### src/rtl/pipe_pkg.sv
// rtl/pipe_pkg.sv - shared types and constants for the pipeline handshake/flush sequencer
package pipe_pkg;

   // Outstanding-fetch counters are sized for the largest legal MAX_OUT (7).
   localparam int MAX_OUT_LIMIT = 7;
   localparam int OUT_W = $clog2(MAX_OUT_LIMIT + 1);

   typedef enum logic {
      RUN   = 1'b0,
      DRAIN = 1'b1
   } drain_state_t;

   typedef struct packed {
      logic d;
      logic e;
      logic m;
      logic w;
   } stage_vld_t;

endpackage

### src/rtl/pipe_ctrl_fetch_drop_tracker.sv
// rtl/pipe_ctrl_fetch_drop_tracker.sv - outstanding fetch count and wrong-path response drain FSM
module fetch_drop_tracker
   import pipe_pkg::*;
#(
   parameter int MAX_OUT = 2
) (
   input  logic clk,
   input  logic rst,
   input  logic if_gnt,
   input  logic if_rsp_valid,
   input  logic ready_D,
   input  logic redir_fire,
   output logic if_req,
   output logic if_rsp_ready,
   output logic drop_rsp
);

   logic [OUT_W-1:0] outst;
   logic [OUT_W-1:0] outst_nxt;
   logic [OUT_W-1:0] drop_cnt;
   logic [OUT_W-1:0] drop_cnt_nxt;
   drain_state_t     state;
   drain_state_t     state_nxt;
   logic             grant;
   logic             consume;

   assign if_req       = (outst < OUT_W'(MAX_OUT));
   assign if_rsp_ready = drop_rsp | ready_D;
   assign grant        = if_req & if_gnt;
   assign consume      = if_rsp_valid & if_rsp_ready;
   assign outst_nxt    = outst + OUT_W'(grant) - OUT_W'(consume);

   always_ff @(posedge clk or posedge rst) begin
      if (rst) begin
         outst <= '0;
      end else begin
         outst <= outst_nxt;
      end
   end

   always_ff @(posedge clk or posedge rst) begin
      if (rst) begin
         state    <= RUN;
         drop_cnt <= '0;
      end else begin
         state    <= state_nxt;
         drop_cnt <= drop_cnt_nxt;
      end
   end

   // A request granted alongside the redirect already carries the target PC,
   // so only requests still in flight after this cycle's response are stale.
   always_comb begin
      state_nxt    = state;
      drop_cnt_nxt = drop_cnt;
      if (redir_fire) begin
         drop_cnt_nxt = outst - OUT_W'(consume);
         state_nxt    = (drop_cnt_nxt != '0) ? DRAIN : RUN;
      end else if (state == DRAIN && if_rsp_valid) begin
         drop_cnt_nxt = drop_cnt - 1'b1;
         state_nxt    = (drop_cnt_nxt == '0) ? RUN : DRAIN;
      end
   end

   always_comb begin
      drop_rsp = 1'b0;
      if (state == DRAIN) begin
         drop_rsp = 1'b1;
      end
   end

endmodule

### src/rtl/pipe_ctrl.sv
// rtl/pipe_ctrl.sv - stage valid/ready/enable sequencing and redirect flush for the 5-stage pipeline
module pipe_ctrl
   import pipe_pkg::*;
#(
   parameter int MAX_OUT = 2,
   parameter int CNT_W   = 32
) (
   input  logic             clk,
   input  logic             rst,
   output logic             if_req,
   input  logic             if_gnt,
   input  logic             if_rsp_valid,
   output logic             if_rsp_ready,
   output logic             drop_rsp,
   input  logic             stall_D,
   input  logic             ex_busy_E,
   input  logic             redirect_E,
   input  logic             mem_busy_M,
   output logic             pc_sel,
   output logic             valid_D,
   output logic             valid_E,
   output logic             valid_M,
   output logic             valid_W,
   output logic             ready_E,
   output logic             ready_M,
   output logic             ready_W,
   output logic             en_D,
   output logic             en_E,
   output logic             en_M,
   output logic             en_W,
   output logic [CNT_W-1:0] perf_stall_cnt,
   output logic [CNT_W-1:0] perf_flush_cnt
);

   stage_vld_t vld;
   logic       ready_D;
   logic       redir_fire;
   logic       stall_ev;

   assign ready_W = 1'b1;
   assign ready_M = ~(vld.m & mem_busy_M);
   assign ready_E = ready_M & ~(vld.e & ex_busy_E);
   assign ready_D = ready_E & ~(vld.d & stall_D);

   assign en_W = vld.m & ready_M;
   assign en_M = ready_M;
   assign en_E = ready_E;
   assign en_D = ready_D;

   // Redirect only fires once E actually advances, so a busy M or E defers it.
   assign redir_fire = vld.e & redirect_E & ready_E;
   assign pc_sel     = redir_fire;
   assign stall_ev   = vld.d & ~ready_D;

   assign valid_D = vld.d;
   assign valid_E = vld.e;
   assign valid_M = vld.m;
   assign valid_W = vld.w;

   always_ff @(posedge clk or posedge rst) begin
      if (rst) begin
         vld <= '0;
      end else begin
         vld.w <= vld.m & ready_M;
         if (ready_M) begin
            vld.m <= vld.e & ready_E;
         end
         if (ready_E) begin
            vld.e <= vld.d & ~stall_D & ~redir_fire;
         end
         if (redir_fire) begin
            vld.d <= 1'b0;
         end else if (ready_D) begin
            vld.d <= if_rsp_valid & ~drop_rsp;
         end
      end
   end

   always_ff @(posedge clk or posedge rst) begin
      if (rst) begin
         perf_stall_cnt <= '0;
         perf_flush_cnt <= '0;
      end else begin
         if (stall_ev && perf_stall_cnt != '1) begin
            perf_stall_cnt <= perf_stall_cnt + 1'b1;
         end
         if (redir_fire && perf_flush_cnt != '1) begin
            perf_flush_cnt <= perf_flush_cnt + 1'b1;
         end
      end
   end

   fetch_drop_tracker #(
      .MAX_OUT (MAX_OUT)
   ) u_fetch_drop_tracker (
      .clk          (clk),
      .rst          (rst),
      .if_gnt       (if_gnt),
      .if_rsp_valid (if_rsp_valid),
      .ready_D      (ready_D),
      .redir_fire   (redir_fire),
      .if_req       (if_req),
      .if_rsp_ready (if_rsp_ready),
      .drop_rsp     (drop_rsp)
   );

endmodule
### config.mk
export PLATFORM = sky130hd
export DESIGN_NAME = pipe_ctrl
export DESIGN_NICKNAME = d
export VERILOG_FILES = /design/src/rtl/pipe_pkg.sv /design/src/rtl/pipe_ctrl_fetch_drop_tracker.sv /design/src/rtl/pipe_ctrl.sv
export SDC_FILE = /design/constraint.sdc
export NUM_CORES = 1
export LEC_CHECK = 0
export ABC_AREA = 0
export BUFFER_PORTS_ARGS = -buffer_cell sky130_fd_sc_hd__buf_2
export CORE_AREA = 5 5 84 117
export CTS_BUF_LIST = sky130_fd_sc_hd__clkbuf_8
export DETAILED_ROUTE_END_ITERATION = 7
export DIE_AREA = 0 0 89 122
export PLACE_DENSITY = 0.7
export RECOVER_POWER = 25
export SLEW_MARGIN = 20
export SYNTH_ARGS = -nofsm -noshare
export SYNTH_HDL_FRONTEND = slang
export SYNTH_SLANG_ARGS = --single-unit
### constraint.sdc
create_clock -name clk -period 2.4 [get_ports clk]
set_clock_uncertainty 0.05 [all_clocks]
set_input_delay 0.24 -clock clk [delete_from_list [all_inputs] [get_ports clk]]
set_output_delay 0.24 -clock clk [all_outputs]
set_load 0.02 [all_outputs]
# After elaboration in Yosys (flattened, before gate mapping)
# Index checks and enable logic that the tools add are counted.
[totals] register_bits=75 latch_bits=0 ramBits=0 rom_bits=0 inputBits=8 out_inout_bits=79 word_cells=57 mem_count=0
[op_classes] n_addsub=6 mul=0 div=0 order_cmp=1 n_eq_ne=2 shift=0 mux=9 bitwise=23 reduce_logical=7
[op_table] op="$add A32 B1 Y32 const B" count=2
[op_table] op="$ne A32 B32 Y1 const B" count=2
[op_table] op="$and A1 B1 Y1" count=15
[op_table] op="$mux W1" count=7
[op_table] op="$not A1 Y1" count=7
[op_table] op="$mux W3" count=2
[op_table] op="$sub A3 B1 Y3" count=2
[op_table] op="$reduce_bool A2 Y1" count=2
[op_table] op="$add A3 B1 Y3" count=1
[op_table] op="$logic_and A1 B1 Y1" count=3
[op_table] op="$logic_not A3 Y1" count=1
[op_table] op="$lt A3 B2 Y1 const B" count=1
[op_table] op="$reduce_bool A3 Y1" count=1
[op_table] op="$sub A3 B1 Y3 const B" count=1
[op_table] op="$or A1 B1 Y1" count=1

# Longest topological paths before layout
# Gate-level depths: netlist (run 1).
[logic_depth] depth_word=10 ltp_mapped=10 mapped_depth_nobuf=10

# Hierarchy
# From an unflattened synthesis (run 1), not the netlist that was laid out.
[hier_totals] cells_unflattened=367 hier_area_um2=3846.2
[modules_own_cells] module="pipe_ctrl" n_inst=1 cells_per_inst=325 area_each_um2=3403.3 seq_area_each_um2=1701.6
[modules_own_cells] module="fetch_drop_tracker" n_inst=1 cells_per_inst=42 area_each_um2=442.9 seq_area_each_um2=175.2

# Worst setup path after synthesis (run 1)
# Ideal clock, no wire load.
[synth_path] path_type="reg2reg" from="reg vld, in the netlist valid_M" to="reg u_fetch_drop_tracker.outst[2]" setup_time_ps=122 arrival_time_ps=2592 required_ps=2228 path_slack_ps=-364 stages_incl_launch_ff=11 n_path_buf=0 period_less_slack_ps=2764 cell_sequence="dfrtp_1 a22o_1 a21oi_1 or2_2 and2_1 ha_1 inv_1 ha_1 inv_1 fa_1 xor2_1"
[synth_between] elab_chain_cells=7
[synth_rtl] item="start: declaration" line_no="pipe_ctrl.sv:35" text="stage_vld_t vld;"
[synth_rtl] item="$and A1 B1 Y1" line_no="pipe_ctrl.sv:41" text="assign ready_M = ~(vld.m & mem_busy_M);"
[synth_rtl] item="$not A1 Y1" line_no="pipe_ctrl.sv:41"
[synth_rtl] item="$and A1 B1 Y1" line_no="pipe_ctrl.sv:42" text="assign ready_E = ready_M & ~(vld.e & ex_busy_E);"
[synth_rtl] item="$and A1 B1 Y1" line_no="pipe_ctrl.sv:43" text="assign ready_D = ready_E & ~(vld.d & stall_D);"
[synth_rtl] item="net en_D" line_no="pipe_ctrl.sv:27" text="output logic en_D,"
[synth_rtl] item="$or A1 B1 Y1" line_no="pipe_ctrl_fetch_drop_tracker.sv:28" text="assign if_rsp_ready = drop_rsp | ready_D;"
[synth_rtl] item="net if_rsp_ready" line_no="pipe_ctrl.sv:13" text="output logic if_rsp_ready,"
[synth_rtl] item="$and A1 B1 Y1" line_no="pipe_ctrl_fetch_drop_tracker.sv:30" text="assign consume = if_rsp_valid & if_rsp_ready;"
[synth_rtl] item="$sub A3 B1 Y3" line_no="pipe_ctrl_fetch_drop_tracker.sv:31" text="assign outst_nxt = outst + OUT_W'(grant) - OUT_W'(consume);"
[synth_rtl] item="net u_fetch_drop_tracker.outst_nxt[2]" line_no="pipe_ctrl_fetch_drop_tracker.sv:19" text="logic [OUT_W-1:0] outst_nxt;"
[synth_rtl] item="end signal: assignment" line_no="pipe_ctrl_fetch_drop_tracker.sv:37" text="outst <= outst_nxt;"
[synth_rtl] item="end: declaration" line_no="pipe_ctrl_fetch_drop_tracker.sv:18" text="logic [OUT_W-1:0] outst;"
# The timed path passes the listed nets, and every way through them passes these cells.
# A chain may end at the register's enable or synchronous reset.

# Worst setup path in the final report (run 1)
[layout_path] from="reg vld, in the netlist valid_M" to="reg u_fetch_drop_tracker.outst[2]"
[layout_between] elab_chain_cells=7
[layout_rtl] item="$and A1 B1 Y1" line_no="pipe_ctrl.sv:41"
[layout_rtl] item="$not A1 Y1" line_no="pipe_ctrl.sv:41"
[layout_rtl] item="$and A1 B1 Y1" line_no="pipe_ctrl.sv:42"
[layout_rtl] item="$and A1 B1 Y1" line_no="pipe_ctrl.sv:43"
[layout_rtl] item="$or A1 B1 Y1" line_no="pipe_ctrl_fetch_drop_tracker.sv:28"
[layout_rtl] item="$and A1 B1 Y1" line_no="pipe_ctrl_fetch_drop_tracker.sv:30"
[layout_rtl] item="$sub A3 B1 Y3" line_no="pipe_ctrl_fetch_drop_tracker.sv:31"
[layout_rtl] item="net u_fetch_drop_tracker.outst_nxt[2]" line_no="pipe_ctrl_fetch_drop_tracker.sv:19"
# The timed path passes the listed nets, and every way through them passes these cells.

==> summary.md, run 1 <==
| Metric | Value |
|---|---|
| Gpl congestion | `0.8714` |
| Gr ovfl total | `0` |
| Post-Layout Inst Area | `4571 µm²` |
| Post-synthesis sequential area ratio | `49.85%` |
| Crit Path Class | `flop to flop` |
| Max Cap Viol | `0` |
| Min-delay src | `ex_busy_E` |
| Multi-input gate area | `1838 µm²` |
| Fillers | `813` |
| Startpoint types | `flop` |
| Sequence of cells on the critical path | `a22o_4 > a21oi_4 > or2_4 > and2_4 > ha_4 > inv_1 > ha_1 > inv_1 > fa_1 > xor2_1` |
| Mapped Area | `3765 µm²` |
| Crit path max-delay family | `adder cells` |
| Worst Hold Depth | `2` |
| Slowest stage delay, CP | `0.44 ns` |
| Outcome | `complete, no violations` |
| Via count | `3,090` |
| I/O Buffers | `85` |
| Worst-Skew Late Latency | `0.35 ns` |
| VDD IR max | `0.4820 mV` |
| Nets | `474` |
| Logic pwr share | `30.7%` |
| Die Y | `122 µm` |
| Clk pin slew, worst setup/hold paths | `0.08 ns` |
| Slew Limit Headroom | `31.17%` |
| Post-DP HPWL | `6.634 mm` |
| FF/Latch Area | `1879 µm²` |
| Largest net degree at the start of global routing | `76` |
| Post-DP Area | `4394 µm²` |
| Initial antenna violation count | `0` |
| # Post-CTS Setup Buffers | `0` |
| Max Root-Sink Buffers | `2` |
| First-pass GRT wire length | `14.67 mm` |
| Pint | `2.354 mW` |
| Sw Pwr | `1.305 mW` |
| Synth Warn # | `0` |
| Initial Util | `42.92%` |
| IO Pins | `87` |
| WHS Endpoint | `valid_M` |
| CP Capture Type | `flop` |
| First-pass iteration count of the detailed router | `4` |
| Leak | `2.307 nW` |
| Post-Synthesis Cells | `357` |
| Share of cells above drive strength 1 | `27.11%` |
| Most frequent cells in the layout | `buf_2, dfrtp_1, xnor2_1, nand3_1, nand2_1` |
| Power share of the clock group | `24.9%` |
| Worst Path Buf+Inv | `2` |
| Flop pwr share | `44.4%` |
| Setup TNS | `0 ns` |
| Crit share post-route | `94.48%` |
| Vias in the first global route | `3,122` |
| Clock Tree Root | `clkbuf_8` |
| Final setup viols | `0` |
| CTS buffer count | `9` |
| Fin util | `52.10%` |
| Total GRT Usage | `17.24%` |
| Fin crit period | `2.268 ns` |
| Reg2reg path depth | `10` |
| Post-CTS sizing | `0` |
| Yosys cell types | `47` |
| Req. time, crit path | `2.58 ns` |
| Commonest non-fill, non-tap cell in the layout | `buf_2` |
| Final wirelength | `8.803 mm` |
| Worst Tran Pin Value | `1.032 ns` |
| Antenna Nets Post-Route | `0` |
| Area of the core | `8772 µm²` |
| Syn_area_per_cell | `10.55 µm²` |
| Remaining DRCs | `0` |
| DR WL/cell | `15.50 µm` |
| Worst path arrival time | `2.45 ns` |
| Worst R2R Start | `valid_M` |
| Synth Register Bits | `75` |
| Power per cell area | `800.5 nW/µm²` |
| Max Clk Rate | `441.0 MHz` |
| Placement Rows | `41` |
| Critical path's slowest cell | `dfrtp_2` |
| Initial DRC Count | `89` |
| Layout area overhead | `21.40%` |
| Vias per cell | `5.440` |
| Chip width | `89 µm` |
| Pins Over Slew Limit | `0` |
| R2R Setup Slk | `0.13 ns` |
| # diodes | `0` |
| Htree depth | `3` |
| Syn Nets | `375` |
| Unrepaired setup endpoints after global routing | `no` |
| Worst flop-to-flop path endpoint | `u_fetch_drop_tracker.outst[2]` |
| Crit path max fanout | `6` |
| CTS sink cnt | `75` |
| Final Hold Violating Endpoints | `0` |
| Hold Crit Class | `input pin to flop` |
| CP most frequent cell | `inv_1` |
| Die ar. | `10,860 µm²` |
| CTS tree | `built` |
| Net Sw Frac | `35.66%` |
[worst reg2reg max path: stages, from the launching register on]
cell	delay (ns)
dfrtp_2	0.44
a22o_4	0.28
a21oi_4	0.14
or2_4	0.14
and2_4	0.15
ha_4	0.19
inv_1	0.05
ha_1	0.13
inv_1	0.04
fa_1	0.37
xor2_1	0.17
[cells in the mapped netlist (all sizes together)]
master   instances  share of area, %
a31oi            5              0.83
or3              2              0.50
o211ai           1              0.33
nand4           19               3.3
clkinv           1              0.10
xnor2           41               9.5
ha               9               3.0
nand4b           1              0.23
nor4             6               1.8
mux2             6               1.8
nand3b           1              0.20
nand3           38               5.1
nor3            10               1.5
o311ai           1              0.23
o21a             2              0.40
or4              1              0.30
a21o             1              0.20
a31o             1              0.23
dfrtp           75                50
xor2            16               3.7
a211oi           1              0.20
nand2           31               3.1
nor2b            1              0.17
inv             15               1.5
buf              4              0.73
o2111ai          1              0.23
fa               1              0.53
nor2            14               1.4
a2111oi          1              0.40
o22a             1              0.23
or2              2              0.33
a22o             1              0.23
o31ai            1              0.20
a41oi            4              0.93
a21oi            6              0.80
conb             1              0.10
o21ai            7              0.93
and2             7               1.2
and3            17               2.8
and4             4              0.93
[cell type report]
| type | count | share of cell area [%] |
|---|---|---|
| Timing Repair Buffer | 92 | 10.51 |
| Clock inverter | 7 | 1.204 |
| Sequential cell | 75 | 41.12 |
| Tap cell | 107 | 2.929 |
| Multi-Input combinational cell | 262 | 40.21 |
| Inverter | 16 | 1.314 |
| Clock buffer | 9 | 2.710 |
[through the flow]
stage	setup WS [ns]	hold WS [ns]	total power, mW	std cells
after floorplan	0.005500	0.2937	2.421	357
after global placement	0.2017	0.3141	2.751	551
after detailed placement	0.1415	0.3170	2.790	551
after CTS	0.1242	0.06113	3.715	568
after global routing	0.02488	0.08951	3.895	568
final	0.1324	0.07740	3.659	568
[repair_timing]
| item | 4_1_cts | 5_1_grt |
|---|---|---|
| hold endpoints to repair | 75 | 0 |
| hold buffers | 1 | 0 |
| setup endpoints to repair | 0 | 0 |
[logic make-up after synthesis]
| family | synth area share (%) |
|---|---|
| simple gates | 22.76 |
| flops | 49.85 |
| xor+xnor | 13.26 |
| compound gates | 6.381 |
| buf+inv | 2.326 |
| fa+ha+maj | 3.523 |
| mux | 1.794 |
| other cells | 0.09961 |
[registers in the layout (all words and copies together), names as in the netlist]
name / cells
perf_flush_cnt: 32
valid_E: 1
u_fetch_drop_tracker.outst: 3
valid_D: 1
valid_W: 1
valid_M: 1
u_fetch_drop_tracker.state: 1
u_fetch_drop_tracker.drop_cnt: 3
perf_stall_cnt: 32
[power groups by stage]
stage	sequential, mW	clock (mW)	combinational [mW]
2_1_floorplan	1.76	0	0.659
3_3_place_gp	1.64	0	1.11
3_5_place_dp	1.65	0	1.14
4_1_cts	1.63	0.942	1.15
5_1_grt	1.66	0.987	1.25
6_report	1.63	0.910	1.12
[worst max-delay path by stage]
stage	startpoint	end	slack, ns	cells after the start
2_1_floorplan	valid_M	u_fetch_drop_tracker.outst[2]	0.006	10
3_3_place_gp	valid_M	u_fetch_drop_tracker.outst[2]	0.20	10
3_5_place_dp	valid_M	u_fetch_drop_tracker.outst[2]	0.14	10
4_1_cts	valid_M	u_fetch_drop_tracker.outst[2]	0.12	10
5_1_grt	valid_M	u_fetch_drop_tracker.outst[2]	0.02	10
6_report	valid_M	u_fetch_drop_tracker.outst[2]	0.13	10
[layer usage]
layer  global-route usage, %  vias up  wire length, µm
met5                       0        -                0
met4                   6.797        0              111
met3                   6.157        9              701
met2                   28.30       83             4383
met1                   20.38     1525             3606
li1                        -     1473                -
(Power assumes the default switching activity.)
==> run 2: changes to the inputs <==
Settings changed: BUFFER_PORTS_ARGS -buffer_cell sky130_fd_sc_hd__buf_2 to -buffer_cell sky130_fd_sc_hd__buf_4.
==> summary.md, run 2 (same netlist as run 1, synthesis figures left out) <==
| Metric | Value |
|---|---|
| Outcome | `complete, no violations` |
| Leak | `2.325 nW (+0.76%)` |
| Layout area overhead | `27.05%` |
| Chip width | `89 µm (unchanged)` |
| Power per cell area | `788.9 nW/µm² (-1.4%)` |
| Initial antenna violation count | `0 (unchanged)` |
| CTS Hold Bufs | `0 (-1)` |
| Unrepaired setup endpoints after global routing | `no` |
| Post-DP HPWL | `6.901 mm (+4.0%)` |
| Initial Util | `42.92% (unchanged)` |
| Final setup viols | `0 (unchanged)` |
| Final wirelength | `9.083 mm (+3.2%)` |
| Hold Crit Class | `input pin to flop` |
| # Post-CTS Setup Buffers | `0 (unchanged)` |
| Req. time, crit path | `2.59 ns (about the same)` |
| Total GRT Usage | `17.92% (+0.68 points)` |
| Clk pin slew, worst setup/hold paths | `0.08 ns (about the same)` |
| Remaining DRCs | `0 (unchanged)` |
| Largest net degree at the start of global routing | `40 (-47%)` |
| Area of the core | `8772 µm² (unchanged)` |
| Max Clk Rate | `439.5 MHz (-0.34%)` |
| Die Y | `122 µm (unchanged)` |
| # diodes | `0 (unchanged)` |
| Fin cells | `570 (+0.35%)` |
| Pins Over Slew Limit | `0 (unchanged)` |
| Post-CTS sizing | `0 (unchanged)` |
| Gpl congestion | `0.8216 (-5.7%)` |
| Share of cells above drive strength 1 | `26.78% (-0.33 points)` |
| Nets | `476 (+0.42%)` |
| Initial DRC Count | `101 (+13%)` |
| Vias per cell | `5.463 (+0.42%)` |
| Fillers | `819 (+0.74%)` |
| CTS tree | `built` |
| Crit share post-route | `94.80% (+0.32 points)` |
| Most frequent cells in the layout | `buf_4, dfrtp_1, xnor2_1, nand3_1, nand2_1` |
| Die ar. | `10,860 µm² (unchanged)` |
| Biggest regs | `perf_flush_cnt: 32 flops, perf_stall_cnt: 32 flops` |
| Final Hold Violating Endpoints | `0 (unchanged)` |
| I/O Buffers | `85 (unchanged)` |
| VDD IR max | `0.5341 mV (+11%)` |
| CTS sink cnt | `75 (unchanged)` |
| Max Root-Sink Buffers | `2 (unchanged)` |
| Max Cap Viol | `0 (unchanged)` |
| DR WL/cell | `15.94 µm (+2.8%)` |
| Htree depth | `3 (unchanged)` |
| CTS buffer count | `9 (unchanged)` |
| CP Capture Type | `flop` |
| First-pass iteration count of the detailed router | `4 (unchanged)` |
| First-pass GRT wire length | `15.10 mm (+2.9%)` |
| Crit path max fanout | `6 (unchanged)` |
| DP Cell Count | `554 (+0.54%)` |
| Slew Limit Headroom | `5.011% (-26 points)` |
| Vias in the first global route | `3,092 (-0.96%)` |
| Fin crit period | `2.275 ns (+0.007664 ns)` |
| Commonest non-fill, non-tap cell in the layout | `buf_4` |
| Worst-Skew Late Latency | `0.36 ns (about the same)` |
| Antenna Nets Post-Route | `0 (unchanged)` |
| Startpoint types | `flop` |
| Worst Tran Pin Value | `1.423 ns (+0.3908 ns)` |
| Total power | `3.774 mW (+3.1%)` |
| Via count | `3,114 (+0.78%)` |
| Crit Path Class | `flop to flop` |
| IO Pins | `87 (unchanged)` |
| Setup TNS | `0 ns (unchanged)` |
| Worst path arrival time | `2.46 ns (about the same)` |
| Clock Tree Root | `clkbuf_8` |
| Gr ovfl total | `0 (unchanged)` |
| Placement Rows | `41 (unchanged)` |
==> run 2: critical path: stages (launching register included) <==
cell	delay, ns
dfrtp_1	0.43
a22o_4	0.29
a21oi_4	0.13
or2_4	0.14
and2_4	0.15
ha_4	0.20
inv_1	0.05
ha_1	0.13
inv_1	0.04
fa_1	0.37
xor2_1	0.17
==> run 2: layer usage <==
| metal | routed length, µm | global-route usage [%] | vias up |
|---|---|---|---|
| met5 | 0 | 0 | - |
| met4 | 155 | 7.356 | 0 |
| met3 | 710 | 5.480 | 12 |
| met2 | 4392 | 28.67 | 93 |
| met1 | 3825 | 22.32 | 1539 |
| li1 | - | - | 1470 |
==> run 2: report_power, final <==
part / internal [mW] / leakage (nW) / total, mW / switching, mW
clock: 0.462 / 0.108 / 0.921 / 0.459
sequential: 1.44 / 1.01 / 1.63 / 0.193
combinational: 0.549 / 1.21 / 1.22 / 0.672
total: 2.45 / 2.32 / 3.77 / 1.32
==> run 2: final timing paths <==
check,start,to,slack (ns),cells past startpoint
setup / recovery,valid_M,u_fetch_drop_tracker.outst[2],0.12,10
hold / removal,mem_busy_M,valid_W,0.06,2
setup reg to reg,valid_M,u_fetch_drop_tracker.outst[2],0.12,10
hold reg to reg,perf_stall_cnt[13],perf_stall_cnt[13],0.45,1
max in group asynchronous,rst,perf_flush_cnt[0],0.87,3
min in group asynchronous,rst,valid_E,0.26,2
==> run 2: layout make-up <==
type                            count  area [µm²]  area share, %
Clock buffer                        9       123.9          2.590
Clock inverter                      7       55.05          1.151
Sequential cell                    75        1878          39.26
Timing Repair Buffer               94       694.4          14.52
Inverter                           16       60.06          1.256
Tap cell                          107       133.9          2.799
Multi-Input combinational cell    262        1838          38.43
==> run 2: through the flow <==
stage	hold WS [ns]	utilization (%)	setup WS, ns	area, µm²
global route	0.04179	54.53	0.04004	4783
detailed placement	0.4024	52.63	0.1422	4617
CTS	0.01854	54.67	0.1218	4796
finish	0.05584	54.53	0.1247	4783
floorplan	0.2937	-	0.005500	3805
global placement	0.4052	52.63	0.1863	4617
==> run 3: changes to the inputs <==
==> constraint.sdc (replaced) <==
create_clock -name clk -period 2.4 [get_ports clk]
set_clock_uncertainty 0.05 [all_clocks]
set_input_delay 0.48 -clock clk [delete_from_list [all_inputs] [get_ports clk]]
set_output_delay 0.48 -clock clk [all_outputs]
set_load 0.02 [all_outputs]
==> summary.md, run 3 (same netlist as run 1, synthesis figures left out) <==
| Metric | Value |
|---|---|
| DR WL/cell | `15.91 µm (-0.18%)` |
| Share of cells above drive strength 1 | `28.91% (+2.1 points)` |
| Via count | `3,147 (+1.1%)` |
| Req. time, crit path | `2.59 ns (about the same)` |
| Final setup viols | `0 (unchanged)` |
| VDD IR max | `0.5356 mV (+0.29%)` |
| Worst-Skew Late Latency | `0.35 ns (about the same)` |
| Vias per cell | `5.483 (+0.36%)` |
| # diodes | `0 (unchanged)` |
| Worst Tran Pin Value | `1.347 ns (-0.07593 ns)` |
| Clk pin slew, worst setup/hold paths | `0.08 ns (about the same)` |
| Final Hold Violating Endpoints | `0 (unchanged)` |
| CTS sink cnt | `75 (unchanged)` |
| Met1 Use GR | `20.96% (-1.4 points)` |
| Initial antenna violation count | `0 (unchanged)` |
| Setup ws final | `0.1508 ns (+0.02612 ns)` |
| Multi-input gate area | `1838 µm² (unchanged)` |
| Layout area overhead | `28.98%` |
| First-pass iteration count of the detailed router | `4 (unchanged)` |
| Initial DRC Count | `82 (-19%)` |
| Htree depth | `3 (unchanged)` |
| Total GRT Usage | `18.22% (+0.30 points)` |
| Fin crit period | `2.249 ns (-0.02612 ns)` |
| FF/Latch Area | `1879 µm² (about the same)` |
| Most crowded layer after global routing | `met2` |
| Gpl congestion | `0.8281 (+0.79%)` |
| Final wirelength | `9.130 mm (+0.52%)` |
| Outcome | `complete, no violations` |
| Worst Hold Depth | `2 (unchanged)` |
| Largest net degree at the start of global routing | `50 (+25%)` |
| Clock Tree Root | `clkbuf_8` |
| Max Clk Rate | `444.6 MHz (+1.2%)` |
| Post-CTS sizing | `0 (unchanged)` |
| Hold Crit Class | `input pin to flop` |
| CTS buffer count | `9 (unchanged)` |
| Nets | `481 (+1.1%)` |
| Antenna Nets Post-Route | `0 (unchanged)` |
| Area of the core | `8772 µm² (unchanged)` |
| Reg2reg path depth | `10 (unchanged)` |
| Fin Hold WS | `0.2938 ns (+0.2379 ns)` |
| IO Pins | `87 (unchanged)` |
| Met3 usage | `5.751% (+0.27 points)` |
| Remaining DRCs | `0 (unchanged)` |
| Max Root-Sink Buffers | `2 (unchanged)` |
| # Post-CTS Setup Buffers | `0 (unchanged)` |
| Fin util | `55.36% (+0.83 points)` |
| Power per cell area | `809.2 nW/µm² (+2.6%)` |
| Startpoint types | `flop` |
| Worst path arrival time | `2.44 ns (-0.02 ns)` |
| CP Capture Type | `flop` |
| Gr ovfl total | `0 (unchanged)` |
| Chip width | `89 µm (unchanged)` |
| Initial Util | `42.92% (unchanged)` |
| Die ar. | `10,860 µm² (unchanged)` |
| Fillers | `789 (-3.7%)` |
| Most frequent cells in the layout | `buf_4, dfrtp_1, xnor2_1, nand3_1, nand2_1` |
| Grt met2 use | `30.76% (+2.1 points)` |
| Vias in the first global route | `3,232 (+4.5%)` |
| Crit path max fanout | `6 (unchanged)` |
| I/O Buffers | `85 (unchanged)` |
| Crit Path Class | `flop to flop` |
| Commonest non-fill, non-tap cell in the layout | `buf_4` |
| Leak | `2.352 nW (+1.2%)` |
| Unrepaired setup endpoints after global routing | `no` |
| First-pass GRT wire length | `15.33 mm (+1.5%)` |
| Die Y | `122 µm (unchanged)` |
| Post-DP HPWL | `6.913 mm (+0.18%)` |
| CTS tree | `built` |
| Max Cap Viol | `0 (unchanged)` |
| CTS Hold Bufs | `0 (unchanged)` |
| Biggest regs | `perf_flush_cnt: 32 flops, perf_stall_cnt: 32 flops` |
| Placement Rows | `41 (unchanged)` |
| Pins Over Slew Limit | `0 (unchanged)` |
| Slew Limit Headroom | `10.18% (+5.2 points)` |
| Crit share post-route | `93.72% (-1.1 points)` |
| Setup WS pre-CTS | `-0.02018 ns (-0.1624 ns)` |
==> run 3: report_power, final <==
group | internal (mW) | total, mW | switching [mW]
clock network | 0.574 | 1.05 | 0.475
logic | 0.576 | 1.25 | 0.669
registers | 1.44 | 1.63 | 0.196
total | 2.59 | 3.93 | 1.34
==> run 3: stage by stage <==
step	setup TNS (ns)	instances	area, µm²	power (mW)
3_5_place_dp	-0.02018	559	4671	2.928
2_1_floorplan	0	357	3809	2.421
3_3_place_gp	0	559	4671	2.900
5_1_grt	0	574	4856	4.196
4_1_cts	0	574	4877	3.983
6_report	0	574	4856	3.930
==> run 3: critical path, stage by stage (launching register included) <==
cell     delay [ns]
dfrtp_2        0.44
a22o_4         0.28
a21oi_4        0.12
or2_4          0.13
and2_4         0.15
ha_4           0.19
inv_1          0.05
ha_1           0.14
inv_1          0.05
fa_1           0.37
xor2_1         0.17
==> run 3: metal layers <==
| layer | share of wire [%] | routed length, µm | vias up |
|---|---|---|---|
| li1 | - | - | 1488 |
| met4 | 2.2 | 198 | 0 |
| met3 | 7.8 | 715 | 18 |
| met5 | 0 | 0 | - |
| met1 | 40 | 3613 | 1533 |
| met2 | 50 | 4602 | 108 |
==> run 3: path summary, 6_finish.rpt <==
kind                                     from                             to  slack, ns
max                                   valid_M  u_fetch_drop_tracker.outst[2]       0.15
min                                 ex_busy_E                        valid_M       0.29
max reg2reg                           valid_M  u_fetch_drop_tracker.outst[2]       0.15
min reg2reg                perf_stall_cnt[13]             perf_stall_cnt[13]       0.45
max in group asynchronous                 rst             perf_stall_cnt[19]       0.95
min in group asynchronous                 rst              perf_flush_cnt[5]       0.51
==> run 3: cell type report <==
cell class / count / area share, %
flip-flops and latches: 75 / 38.70
multi-input cells: 262 / 37.85
repair buffers: 99 / 15.18
well taps: 107 / 2.757
clock buffers: 9 / 2.551
clock inverters: 6 / 1.701
inverters: 16 / 1.263
